File: config.mk
export PLATFORM = sky130hd
export DESIGN_NAME = regfile_wb_arbiter
export DESIGN_NICKNAME = d
export VERILOG_FILES = /design/src/rtl/regfile_pkg.sv /design/src/rtl/rr_arbiter.sv /design/src/rtl/regfile_wb_arbiter.sv
export SDC_FILE = /design/constraint.sdc
export NUM_CORES = 1
export LEC_CHECK = 0
export CORE_AREA = 2 2 122 171
export CTS_CLUSTER_DIAMETER = 40
export DETAILED_ROUTE_END_ITERATION = 10
export DIE_AREA = 0 0 124 173
export PLACE_DENSITY = 0.57
export SYNTH_ARGS = -nofsm -noshare
export SYNTH_HDL_FRONTEND = slang
export SYNTH_SLANG_ARGS = --single-unit
File: constraint.sdc
create_clock -name CLK -period 8.03 [get_ports CLK]
set_input_delay 0.803 -clock CLK [delete_from_list [all_inputs] [get_ports CLK]]
set_output_delay 0.803 -clock CLK [all_outputs]
set_load 0.05 [all_outputs]
File: src/rtl/regfile_pkg.sv
// Register-file wide constants and types shared by the write-back and memory-port arbiters.
package regfile_pkg;

    localparam int NUM_REGS   = 32;
    localparam int REG_ADDR_W = 5;
    localparam int REG_DATA_W = 32;

    localparam logic [REG_ADDR_W-1:0] REG_ZERO   = 5'd0;
    localparam logic [REG_DATA_W-1:0] REG_GP_RST = 32'h10008000;
    localparam logic [REG_DATA_W-1:0] REG_SP_RST = 32'h7FFFEFFC;

    typedef struct packed {
        logic                  valid;
        logic [REG_ADDR_W-1:0] addr;
        logic [REG_DATA_W-1:0] data;
    } wb_req_t;

endpackage

File: src/rtl/rr_arbiter.sv
// Combinational round-robin picker: first asserted request at or after ptr, wrapping.
module rr_arbiter #(
    parameter int N  = 3,
    parameter int IW = (N > 1) ? $clog2(N) : 1
) (
    input  logic [N-1:0]  req,
    input  logic [IW-1:0] ptr,
    output logic [N-1:0]  gnt_onehot,
    output logic [IW-1:0] gnt_idx,
    output logic          any
);

    always_comb begin
        logic [IW:0]   sum;
        logic [IW-1:0] idx;
        gnt_onehot = '0;
        gnt_idx    = '0;
        any        = 1'b0;
        sum        = '0;
        idx        = '0;
        for (int k = 0; k < N; k++) begin
            // ptr < N, so ptr + k < 2N and a single subtraction wraps it.
            sum = {1'b0, ptr} + (IW+1)'(k);
            idx = (sum >= (IW+1)'(N)) ? IW'(sum - (IW+1)'(N)) : sum[IW-1:0];
            if (!any && req[idx]) begin
                any             = 1'b1;
                gnt_idx         = idx;
                gnt_onehot[idx] = 1'b1;
            end
        end
    end

endmodule

File: src/rtl/regfile_wb_arbiter.sv
// Shares the register-file write port between NUM_REQ write-back sources, each with a
// one-entry holding slot; round-robin grant, same-register writes kept in order.
module regfile_wb_arbiter
    import regfile_pkg::*;
#(
    parameter int NUM_REQ = 3,
    parameter int DATA_W  = REG_DATA_W,
    parameter int ADDR_W  = REG_ADDR_W
) (
    input  logic                      CLK,
    input  logic                      RESET,
    // valid/ready: a request transfers at a posedge where req_valid[i] & req_ready[i];
    // ready is computed from slot state and the other requests, never from this req_valid.
    input  logic [NUM_REQ-1:0]        req_valid,
    output logic [NUM_REQ-1:0]        req_ready,
    input  logic [NUM_REQ*ADDR_W-1:0] req_addr,
    input  logic [NUM_REQ*DATA_W-1:0] req_data,
    output logic                      RegWrite,
    output logic [ADDR_W-1:0]         Write_register,
    output logic [DATA_W-1:0]         Write_Data,
    output logic [2:0]                grant_id,
    output logic [NUM_REGS-1:0]       pending_mask,
    output logic                      busy
);

    localparam int IDX_W = (NUM_REQ > 1) ? $clog2(NUM_REQ) : 1;

    logic [NUM_REQ-1:0] slot_full_q, slot_full_d;
    logic [ADDR_W-1:0]  slot_addr_q [NUM_REQ];
    logic [ADDR_W-1:0]  slot_addr_d [NUM_REQ];
    logic [DATA_W-1:0]  slot_data_q [NUM_REQ];
    logic [DATA_W-1:0]  slot_data_d [NUM_REQ];
    logic [IDX_W-1:0]   rr_ptr_q, rr_ptr_d;

    logic [NUM_REQ-1:0] gnt_onehot;
    logic [IDX_W-1:0]   gnt_idx;
    logic               gnt_any;
    logic [NUM_REQ-1:0] ready_c;

    rr_arbiter #(.N(NUM_REQ), .IW(IDX_W)) u_rr_arbiter (
        .req        (slot_full_q),
        .ptr        (rr_ptr_q),
        .gnt_onehot (gnt_onehot),
        .gnt_idx    (gnt_idx),
        .any        (gnt_any)
    );

    // Write port: driven only from slot flops; suppressed during the reset cycle so held
    // writes are dropped rather than leaking out as the slots clear.
    always_comb begin
        RegWrite       = 1'b0;
        Write_register = '0;
        Write_Data     = '0;
        grant_id       = '0;
        if (gnt_any && !RESET) begin
            RegWrite       = 1'b1;
            Write_register = slot_addr_q[gnt_idx];
            Write_Data     = slot_data_q[gnt_idx];
            grant_id       = 3'(gnt_idx);
        end
    end

    always_comb begin
        pending_mask = '0;
        for (int i = 0; i < NUM_REQ; i++) begin
            if (slot_full_q[i]) begin
                pending_mask[slot_addr_q[i]] = 1'b1;
            end
        end
        pending_mask[0] = 1'b0;
    end

    assign busy = |slot_full_q;

    // A request is held off while any other slot, or a lower-index request being accepted
    // this cycle, targets the same register: that is what preserves write-after-write order.
    always_comb begin
        logic collide;
        ready_c = '0;
        collide = 1'b0;
        for (int i = 0; i < NUM_REQ; i++) begin
            collide = 1'b0;
            for (int j = 0; j < NUM_REQ; j++) begin
                if (j != i && slot_full_q[j] &&
                    slot_addr_q[j] == req_addr[i*ADDR_W +: ADDR_W]) begin
                    collide = 1'b1;
                end
                if (j < i && req_valid[j] && ready_c[j] &&
                    req_addr[j*ADDR_W +: ADDR_W] == req_addr[i*ADDR_W +: ADDR_W]) begin
                    collide = 1'b1;
                end
            end
            ready_c[i] = !RESET && (!slot_full_q[i] || gnt_onehot[i]) && !collide;
        end
    end

    assign req_ready = ready_c;

    // Grant drains first, then an accept refills, so a new request wins a slot being drained.
    always_comb begin
        slot_full_d = slot_full_q;
        slot_addr_d = slot_addr_q;
        slot_data_d = slot_data_q;
        rr_ptr_d    = rr_ptr_q;
        if (gnt_any) begin
            slot_full_d[gnt_idx] = 1'b0;
            rr_ptr_d = (gnt_idx == IDX_W'(NUM_REQ - 1)) ? '0 : gnt_idx + 1'b1;
        end
        for (int i = 0; i < NUM_REQ; i++) begin
            if (req_valid[i] && ready_c[i]) begin
                // Writes to register 0 are consumed here and never occupy the slot.
                slot_full_d[i] = (req_addr[i*ADDR_W +: ADDR_W] != ADDR_W'(REG_ZERO));
                slot_addr_d[i] = req_addr[i*ADDR_W +: ADDR_W];
                slot_data_d[i] = req_data[i*DATA_W +: DATA_W];
            end
        end
    end

    always_ff @(posedge CLK) begin
        if (RESET) begin
            slot_full_q <= '0;
            rr_ptr_q    <= '0;
            for (int i = 0; i < NUM_REQ; i++) begin
                slot_addr_q[i] <= '0;
                slot_data_q[i] <= '0;
            end
        end else begin
            slot_full_q <= slot_full_d;
            rr_ptr_q    <= rr_ptr_d;
            for (int i = 0; i < NUM_REQ; i++) begin
                slot_addr_q[i] <= slot_addr_d[i];
                slot_data_q[i] <= slot_data_d[i];
            end
        end
    end

endmodule

==> Yosys cells after proc, flatten, opt, wreduce, memory -nomap -nowiden <==
Cells that the tools add are included.
{ "op_classes": {"muxes": 59, "n_addsub": 6, "bitwise": 7, "n_eq_ne": 10, "order_cmp": 18, "reduce_logical": 47} }
{ "ops": {"columns": ["cell", "count"], "rows": [
  ["32-bit two-way mux", 6],
  ["32-bit binary-select mux with 2-bit select", 1],
  ["32-bit bitwise OR", 2],
  ["5-bit == test", 9],
  ["1-bit logical AND", 28],
  ["1-bit two-way mux", 26],
  ["5-bit by 6-bit < comparator with 1-bit output, second input constant", 3],
  ["2-bit two-way mux", 8],
  ["1-bit demux with 5-bit select", 3],
  ["5-bit by 1-bit >= comparator with 1-bit output, second input constant", 3],
  ["5-bit two-way mux", 3],
  ["5-bit nonzero test", 3],
  ["2-bit by 3-bit < comparator with 1-bit output, second input constant", 4],
  ["3-bit two-way mux", 4],
  ["5-bit binary-select mux with 2-bit select", 1],
  ["1-bit zero test", 9],
  ["1-bit demux with 2-bit select", 4],
  ["2-bit by 1-bit >= comparator with 1-bit output, second input constant", 4],
  ["1-bit binary-select mux with 2-bit select", 3],
  ["3-bit by 2-bit >= comparator with 1-bit output, second input constant", 2],
  ["3-bit bitwise OR", 2],
  ["2-bit nonzero test", 3],
  ["2-bit subtractor, second input constant", 3],
  ["2-bit by 1-bit adder with 3-bit output, second input constant", 1],
  ["10 further kinds", 12]
]} }
{ "word_totals": {"register_bits": 116, "input_bits": 116, "elab_cells": 157} }

==> Longest topological paths before layout <==
{ "logic_depth": {"ltp_word": 27, "ltp_mapped": 13} }

==> Modules after synthesis <==
From an unflattened synthesis, not the netlist that was laid out.
{ "hier_totals": {"cells_unflattened": 942, "hier_area_um2": 7190.6} }
{ "by_module_without_submodules": {"columns": ["mod", "instances", "seq_area_each_um2", "cells_each", "area_each_um2"], "rows": [
  ["regfile_wb_arbiter", 1, 2322.2, 901, 6909.1],
  ["rr_arbiter", 1, 0.0, 41, 281.5]
]} }

==> Least setup slack after synthesis <==
Ideal clock, no wire load.
{ "synth_timing": {"path_kind": "reg2out", "startpoint": "reg rr_ptr_q[0]", "endpoint": "out Write_Data[21]", "path_stages_with_launch": 11, "setup_slack_ps": 4179, "arrival_time_ps": 3048, "n_path_buf": 2, "t_required_ps": 7227, "path_cell_list": "dfxtp_1 > inv_1 > ha_1 > buf_2 > mux2i_1 > o22ai_1 > nor2_1 > nor2_1 > clkbuf_1 > nand2_1 > o22ai_1"} }
{ "synth_via": {"elab_chain_cells": 16, "elab_cells_between_ends": 33, "cone_classes": "5 x add/sub; 3 x order compare; 19 x mux; 1 x bitwise; 5 x reduce/logical"} }
{ "synth_lines": {"columns": ["element", "line_no", "rtl"], "rows": [
  ["start, declared", "regfile_wb_arbiter.sv:33", "logic [IDX_W-1:0] rr_ptr_q, rr_ptr_d;"],
  ["start signal, assigned", "regfile_wb_arbiter.sv:129", "rr_ptr_q <= rr_ptr_d;"],
  ["branches (longest 15 deep; another with 2-bit by 1-bit adder with 3-bit output)", null, null],
  ["32-bit two-way mux *", "regfile_wb_arbiter.sv:55", "if (gnt_any && !RESET) begin"],
  ["end, declared", "regfile_wb_arbiter.sv:20", "output logic [DATA_W-1:0] Write_Data,"]
]} }
Mark *: on every way between the ends. The select of a mux whose other input is x is not followed.

==> Final worst setup path <==
{ "layout_timing": {"startpoint": "reg rr_ptr_q[0]", "endpoint": "out req_ready[2]"} }
{ "layout_via": {"elab_chain_cells": 25, "elab_cells_between_ends": 64, "cone_classes": "5 x add/sub; 9 x order compare; 25 x mux; 2 x bitwise; 23 x reduce/logical"} }
{ "layout_lines": {"columns": ["element", "line_no", "rtl"], "rows": [
  ["2-bit by 1-bit adder with 3-bit output (tied with other cells)", "rr_arbiter.sv:23", "sum = {1'b0, ptr} + (IW+1)'(k);"],
  ["3-bit by 2-bit >= comparator with 1-bit output (tied with other cells)", "rr_arbiter.sv:24", "idx = (sum >= (IW+1)'(N)) ? IW'(sum - (IW+1)'(N)) : sum[IW-1:0];"],
  ["2-bit two-way mux (tied with other cells)", "rr_arbiter.sv:24", null],
  ["2-bit by 3-bit < comparator with 1-bit output (not written as such) (tied with other cells)", "rr_arbiter.sv:28", "gnt_onehot[idx] = 1'b1;"],
  ["1-bit logical AND (not written as such) (tied with other cells)", "rr_arbiter.sv:28", null],
  ["1-bit two-way mux (not written as such) (tied with other cells)", "rr_arbiter.sv:28", null],
  ["1-bit demux with 2-bit select (tied with other cells)", null, null],
  ["3-bit bitwise OR (no source line) or 1-bit two-way mux (tied branches)", null, null],
  ["[8 not listed]", null, null],
  ["1-bit two-way mux", "regfile_wb_arbiter.sv:88", "if (j < i && req_valid[j] && ready_c[j] &&"],
  ["1-bit two-way mux", "regfile_wb_arbiter.sv:84", "if (j != i && slot_full_q[j] &&"],
  ["1-bit zero test", "regfile_wb_arbiter.sv:93", "ready_c[i] = !RESET && (!slot_full_q[i] || gnt_onehot[i]) && !collide;"],
  ["1-bit logical AND", "regfile_wb_arbiter.sv:93", null],
  ["1-bit logical AND (2 in series)", "regfile_wb_arbiter.sv:88", null],
  ["1-bit two-way mux", "regfile_wb_arbiter.sv:88", null],
  ["1-bit zero test", "regfile_wb_arbiter.sv:93", null],
  ["1-bit logical AND *", "regfile_wb_arbiter.sv:93", null],
  ["end, declared", "regfile_wb_arbiter.sv:15", "output logic [NUM_REQ-1:0] req_ready,"]
]} }
Mark *: on every way between the ends. The rest lies on a longest branch, timed or not. The select of a mux whose other input is x is not followed.

==> out/qor.csv <==
stage;metric;value;unit
synth;area leader, netlist;dfxtp_1;
clock_tree;post-CTS setup buffers;0;
sta;TNS Setup;0;ns
outcome;result of the run;finished, final reports clean;
global_route;Tot GR Track Use;21.7;%
cells_and_area;share of cells above drive strength 1;4.90;%
critical_path;peak fanout along the critical path;33;
synth;FF+latch count, synth;116;
global_route;gr ovfl total;0;
synth;post-synth top area share;33.9;%
sta;crit path time final;5.46;ns
route;DR pass1 iterations;5;
worst_hold_path;hold wc startpoint;slot_data_q[12];
critical_path;worst endpoint required time;7.23;ns
power;peak supply drop;0.000123;V
synth;mean post-synth cell area;7.95;um^2
critical_path;Worst Path Arrival;4.66;ns
floorplan;Die H;173;um
sta;final setup fails;0;
global_route;first-pass GRT wire length;36400;um
cells_and_area;final non-filler cell area;9350;um^2
sta;max frequency;0.183;GHz
sta;relative max-transition margin;11.7;%
clock_tree;clk slew on worst S/H paths;0.06;ns
power;power per cell area;233;nW/um^2
global_route;initial antenna violation count;3;
synth;post-synth cell types;52;
sta;Slew Limit Fails;0;
worst_hold_path;Hold Crit Depth;2;
sta;Worst Tran Pin Value;1.32;ns
critical_path;Critical Path Source;rr_ptr_q[0];
clock_tree;TritonCTS Buffers;17;
critical_path;Reg-to-Reg Start;rr_ptr_q[0];
global_route;vias in the first global route;6644;
critical_path;Worst Setup Start Kind;flop;
placement;# placed instances;1220;
worst_hold_path;Hold Path Class;flop to flop;
route;via count;6724;
cells_and_area;# fillers;1972;
floorplan;io pins;193;
route;DRC viols;0;
clock_tree;Resize count post-CTS;0;
sta;hold_ws;0.478;ns
placement;Final HPWL DP;16100;um
flow_run;max-cap violation count;0;
placement;port buffer count;190;
placement;routability-driven placement congestion ratio;0.853;
cells_and_area;Total Nets Final;1107;
cells_and_area;multi-input logic area;4130;um^2
synth;most numerous cell in the Yosys netlist;dfxtp_1;
synth;fraction of registers with async set/reset;0;%
synth;gate count after technology mapping;860;
clock_tree;Clock Latency Late Sink;0.41;ns
critical_path;Setup crit end kind;output pin;
floorplan;Initial Utilization;34.5;%
power;leakage power;0.00398;uW
synth;Post-synth top cells;116 x dfxtp_1, 115 x mux2i_1, 111 x nand2_1;
floorplan;die area;21500;um^2
route;WL final;23400;um
critical_path;worst reg-to-reg setup slack;3.60;ns
route;vias per inst;5.37;
route;Final ANT Viol Nets;0;
sta;worst clock skew;0.0117;ns
placement;Area after DPL;8780;um^2
sta;RSZ-0062 raised after global routing;false;
clock_tree;Root Buffer;clkbuf_16;
cells_and_area;FF+latch area;2320;um^2
global_route;largest net degree at the start of global routing;74;
clock_tree;CTS sink cnt;116;
clock_tree;CTS tree;built;
floorplan;Die Width;124;um
sta;Final Hold Fails;0;
synth;Synth area leaders;dfxtp_1 34%, mux2i_1 17%, nand2_1 6.1%, nor2_1 5.0%, o22ai_1 3.5%;
sta;final worst path period share;68.0;%
route;WL/cell;18.7;um
clock_tree;hold_buf cts;0;
clock_tree;CTS H-tree lvls;4;
synth;Post-synth EDFFs;0;
synth;sequential area share after synthesis;33.9;%
worst_hold_path;WHS Endpoint;slot_data_q[12];
synth;cell area after synthesis;6840;um^2
floorplan;Rows;61;
cells_and_area;P&R area growth vs syn;36.7;%
cells_and_area;fin cells;1253;
route;DR iter-0 viols;357;
synth;prevailing post-synth register cell;dfxtp_1;
critical_path;R2R cell count;11;
clock_tree;clock buffer depth;2;
critical_path;FF-to-FF End;slot_data_q[40];
critical_path;Crit Path Category;flop to output pin;
synth;Synth warnings;0;
floorplan;core area;19800;um^2
## per-layer routing
| metal | global-route usage (%) | up-vias | wire length, um |
|---|---|---|---|
| met5 | 0 | - | 13 |
| met4 | 9.36 | 2 | 739 |
| met3 | 5.64 | 48 | 1490 |
| met2 | 36.8 | 241 | 11700 |
| met1 | 25.5 | 3165 | 9430 |
| li1 | - | 3268 | - |
## metrics by stage
stage               power [uW]  worst slack (ns)  utilization (%)
floorplan                 1210              4.18                -
global placement          1460              2.90             44.2
detailed placement        1470              2.89             44.2
CTS                       2200              2.51             47.1
global route              2280              2.27             47.1
finish                    2180              2.57             47.1
## cells in the final DEF, fill, tap and decap left out, drive strengths merged, types with 6 or more instances in the layout
cell,instances
mux2i,115
nand3,43
inv,10
and3b,6
o21ai,41
nor3b,10
xor2,25
clkdlybuf4s50,189
a22oi,29
nand2,111
nor3,13
buf,11
nor2,91
clkbuf,21
o22ai,38
dfxtp,116
a21oi,41
and3,7
xnor2,20
## worst max-delay path by stage
stage                endpoint  slack, ns
6_report         req_ready[2]       2.57
5_1_grt          req_ready[2]       2.27
4_1_cts          req_ready[2]       2.51
3_5_place_dp     req_ready[2]       2.89
3_3_place_gp     req_ready[2]       2.90
2_1_floorplan  Write_Data[21]       4.18
## flip-flops by register name, indices dropped and copies added, names as in the netlist
register and cells:
slot_data_q 96, slot_full_q 3, slot_addr_q 15, rr_ptr_q 2
## worst max-delay path, cell delays in order, from the launching register on
cell             delay, ns
dfxtp_1               0.35
inv_1                 0.08
ha_1                  0.50
mux2i_1               0.32
o32ai_1               0.11
a221o_1               0.41
o2111ai_4             0.62
buf_4                 0.61
o211ai_1              0.18
nor2_1                0.21
clkdlybuf4s50_1       0.83
## power by group
part           internal (uW)  total (uW)  switching [uW]
logic                    288         773             485
registers                625         677            51.7
clock network            468         729             262
total                   1380        2180             798
## area by class of cell
cell class,instances,share of cell area [%]
diodes,2,0.0535
clock buffers,21,4.92
clock inverters,10,1.15
inverters,10,0.401
multi-input cells,642,44.2
flip-flops and latches,116,24.8
well taps,252,3.37
repair buffers,200,21.1
## cells by family (layout without fill, tap and decap cells)
kind of cell	count (synthesis)	in the layout	synth area share, %
other	1	4	0.0548
AOI/OAI and AO/OA	177	177	16.3
xor gates and xnor gates	45	45	5.76
and+or+nand+nor	297	297	19.2
adders and majority gates	4	4	0.732
buffers and inverters	103	241	6.77
DFF	116	116	33.9
muxes	117	117	17.2
Power figures use the tool's default switching activity.
==> RTL change, RTL diff (same flow settings) <==
Reset style: asynchronous (`RESET`), changed in one clocked block.
--- a/src/rtl/regfile_wb_arbiter.sv
+++ b/src/rtl/regfile_wb_arbiter.sv
@@ -116,7 +116,7 @@
         end
     end
 
-    always_ff @(posedge CLK) begin
+    always_ff @(posedge CLK or posedge RESET) begin
         if (RESET) begin
             slot_full_q <= '0;
             rr_ptr_q    <= '0;
Behaviour: differs if RESET is asserted again (counterexample within 4 cycles, from zero or initial values and one cycle with RESET high); with RESET held inactive, the same outputs for 4 cycles.
==> RTL change against the original RTL <==
Design area up 3.8%. Highest routed layer is now met4. Sequential cell count did not move. Area after synthesis increased by 4.1%. Clock skew shrank 0.0025 ns. Critical endpoint is now Write_Data[17]. Largest cell class unchanged. Worst setup slack got worse by 0.41 ns. Final cell count is 11% lower. Routed wire length is 2.0% lower.
Power is not compared: it rests on default switching activity, and its combinational part moved more than twofold at a synthesized area within 25%.
==> RTL change: results (changes against the original RTL) <==
INFO  metric detail_route.wl_per_cell = 20.65 um (was 18.67 um)
INFO  metric vias_per_cell = 5.468 (was 5.366)
INFO  metric dp.final_hpwl = 16510 um (was 16120 um)
INFO  metric cp_max_fo = 40 (was 33)
INFO  metric fraction_of_registers_with_async_set_or_reset_after_synthesis = 100.0% (was 0%)
INFO  metric startpoint_of_the_lowest_slack_register_to_register_path = rr_ptr_q[0] (unchanged)
INFO  metric dpl_cell_area = 9100 sq um (was 8778 sq um)
INFO  metric synth.lib_cells_used.distinct = 52 (unchanged)
INFO  metric synth_sequential_area_ratio = 40.77% (was 33.95%)
INFO  metric setup_skew_after_layout = 0.009147 ns (was 0.01169 ns)
INFO  metric hold_path.startpoint = slot_data_q[41] (was slot_data_q[12])
INFO  metric drt_initial_violations = 526 (was 357)
INFO  metric outcome = finished, final reports clean (unchanged)
INFO  metric grt_max_degree = 64 (was 74)
INFO  metric grt.total_usage = 21.68% (was 21.72%)
INFO  metric grt_pass1_vias = 6467 (was 6644)
INFO  metric worst-endpoint-arrival = 5.07 ns (was 4.66 ns)
INFO  metric clkSlewWorstSetupHoldPaths = 0.06 ns (about the same)
INFO  metric synth_area_leaders = sky130_fd_sc_hd__dfrtp_1 41%, sky130_fd_sc_hd__mux2_2 15%, sky130_fd_sc_hd__mux2i_1 6.0% (was sky130_fd_sc_hd__dfxtp_1 34%, sky130_fd_sc_hd__mux2i_1 17%, sky130_fd_sc_hd__nand2_1 6.1%)
INFO  metric worst_hold_path.endpoint = slot_data_q[41] (was slot_data_q[12])
INFO  metric r2r-end = slot_data_q[14] (was slot_data_q[40])
INFO  metric slew_at_the_pin_closest_to_its_max_slew_limit = 1.181 ns (was 1.321 ns)
INFO  metric ratio_of_cells_with_drive_above_1_in_the_final_layout = 18.36% (was 4.905%)
INFO  metric fin_nets = 962 (was 1107)
INFO  metric post_synth_most_frequent_cells = 116 x sky130_fd_sc_hd__dfrtp_1, 114 x sky130_fd_sc_hd__nand2_1, 92 x sky130_fd_sc_hd__mux2_2, 43 x sky130_fd_sc_hd__mux2i_1, 42 x sky130_fd_sc_hd__clkbuf_1 (was 116 x sky130_fd_sc_hd__dfxtp_1, 115 x sky130_fd_sc_hd__mux2i_1, 111 x sky130_fd_sc_hd__nand2_1, 91 x sky130_fd_sc_hd__nor2_1, 60 x sky130_fd_sc_hd__clkbuf_1)
==> RTL change: cell count changes in the layout (fill, tap and decap cells not counted), sizes merged, moves of 5 or more <==
cell,delta
a21oi,-39
o21ai,-35
dfxtp,-116
buf,-5
mux2i,-71
nand3,-39
nor2,-73
mux2,+110
dfrtp,+116
nor3,-6
==> RTL change: kinds of logic after synthesis <==
logic type / count (synthesis) / share of synthesized area, %
mux: 156 / 25.01
xor+xnor: 45 / 5.536
buf+inv: 80 / 5.255
compound gates: 97 / 9.719
other cells: 1 / 0.05267
simple gates: 196 / 12.95
fa+ha+maj: 4 / 0.7030
flops: 116 / 40.77
==> RTL change: where the power goes <==
group	switching, mW	internal (mW)	leakage (nW)
sequential	0.298	0.884	1.37
clock	0.275	0.482	0.282
combinational	1.83	1.18	2.52
total	2.40	2.54	4.17
==> RTL change: final cells by class <==
cell class	instances	area [sq um]
multi-input cells	500	3891
repair buffers	196	1947
well taps	252	315.3
inverters	11	43.79
clock inverters	11	126.4
flip-flops and latches	116	2903
clock buffers	21	470.5
fillers	1876	10140
diodes	3	7.507
==> RTL change: critical path: cells and delay by family (launching register included) <==
kind / cells / cell delay, ns
AND/OR/NAND/NOR: 4 / 1.58
buffers and inverters: 3 / 1.36
AO/OA/AOI/OAI: 2 / 0.54
adder cells (fa/ha/maj): 1 / 0.53
flip-flops: 1 / 0.39
multiplexers: 1 / 0.18
==> RTL change: metal layers <==
metal / global-route usage (%) / vias up / part of all wire [%]
met5: 0 / - / 0
met4: 8.427 / 0 / 2.8
met3: 5.376 / 47 / 6.7
met1: 24.84 / 3007 / 38
li1: - / 2758 / -
met2: 38.10 / 257 / 52
==> RTL change: worst max path at each step <==
stage / from / to / cells after the start
after floorplan: RESET / req_ready[2] / 5
after global placement: rr_ptr_q[0] / Write_Data[13] / 11
after detailed placement: rr_ptr_q[0] / Write_Data[17] / 11
after CTS: rr_ptr_q[0] / Write_Data[17] / 11
after global routing: rr_ptr_q[0] / Write_Data[17] / 11
final: rr_ptr_q[0] / Write_Data[17] / 11
==> RTL change: per-stage QoR <==
stage,cells,worst slack (ns),total power [mW],utilization (%),hold slack (ns)
5_1_grt,1110,1.756,5.213,48.90,0.5194
2_1_floorplan,696,2.619,3.284,-,0.4786
3_3_place_gp,1075,2.801,4.140,45.86,0.4864
3_5_place_dp,1075,2.623,4.190,45.86,0.4927
6_report,1110,2.160,4.943,48.90,0.5029
4_1_cts,1107,2.153,4.961,48.87,0.5052
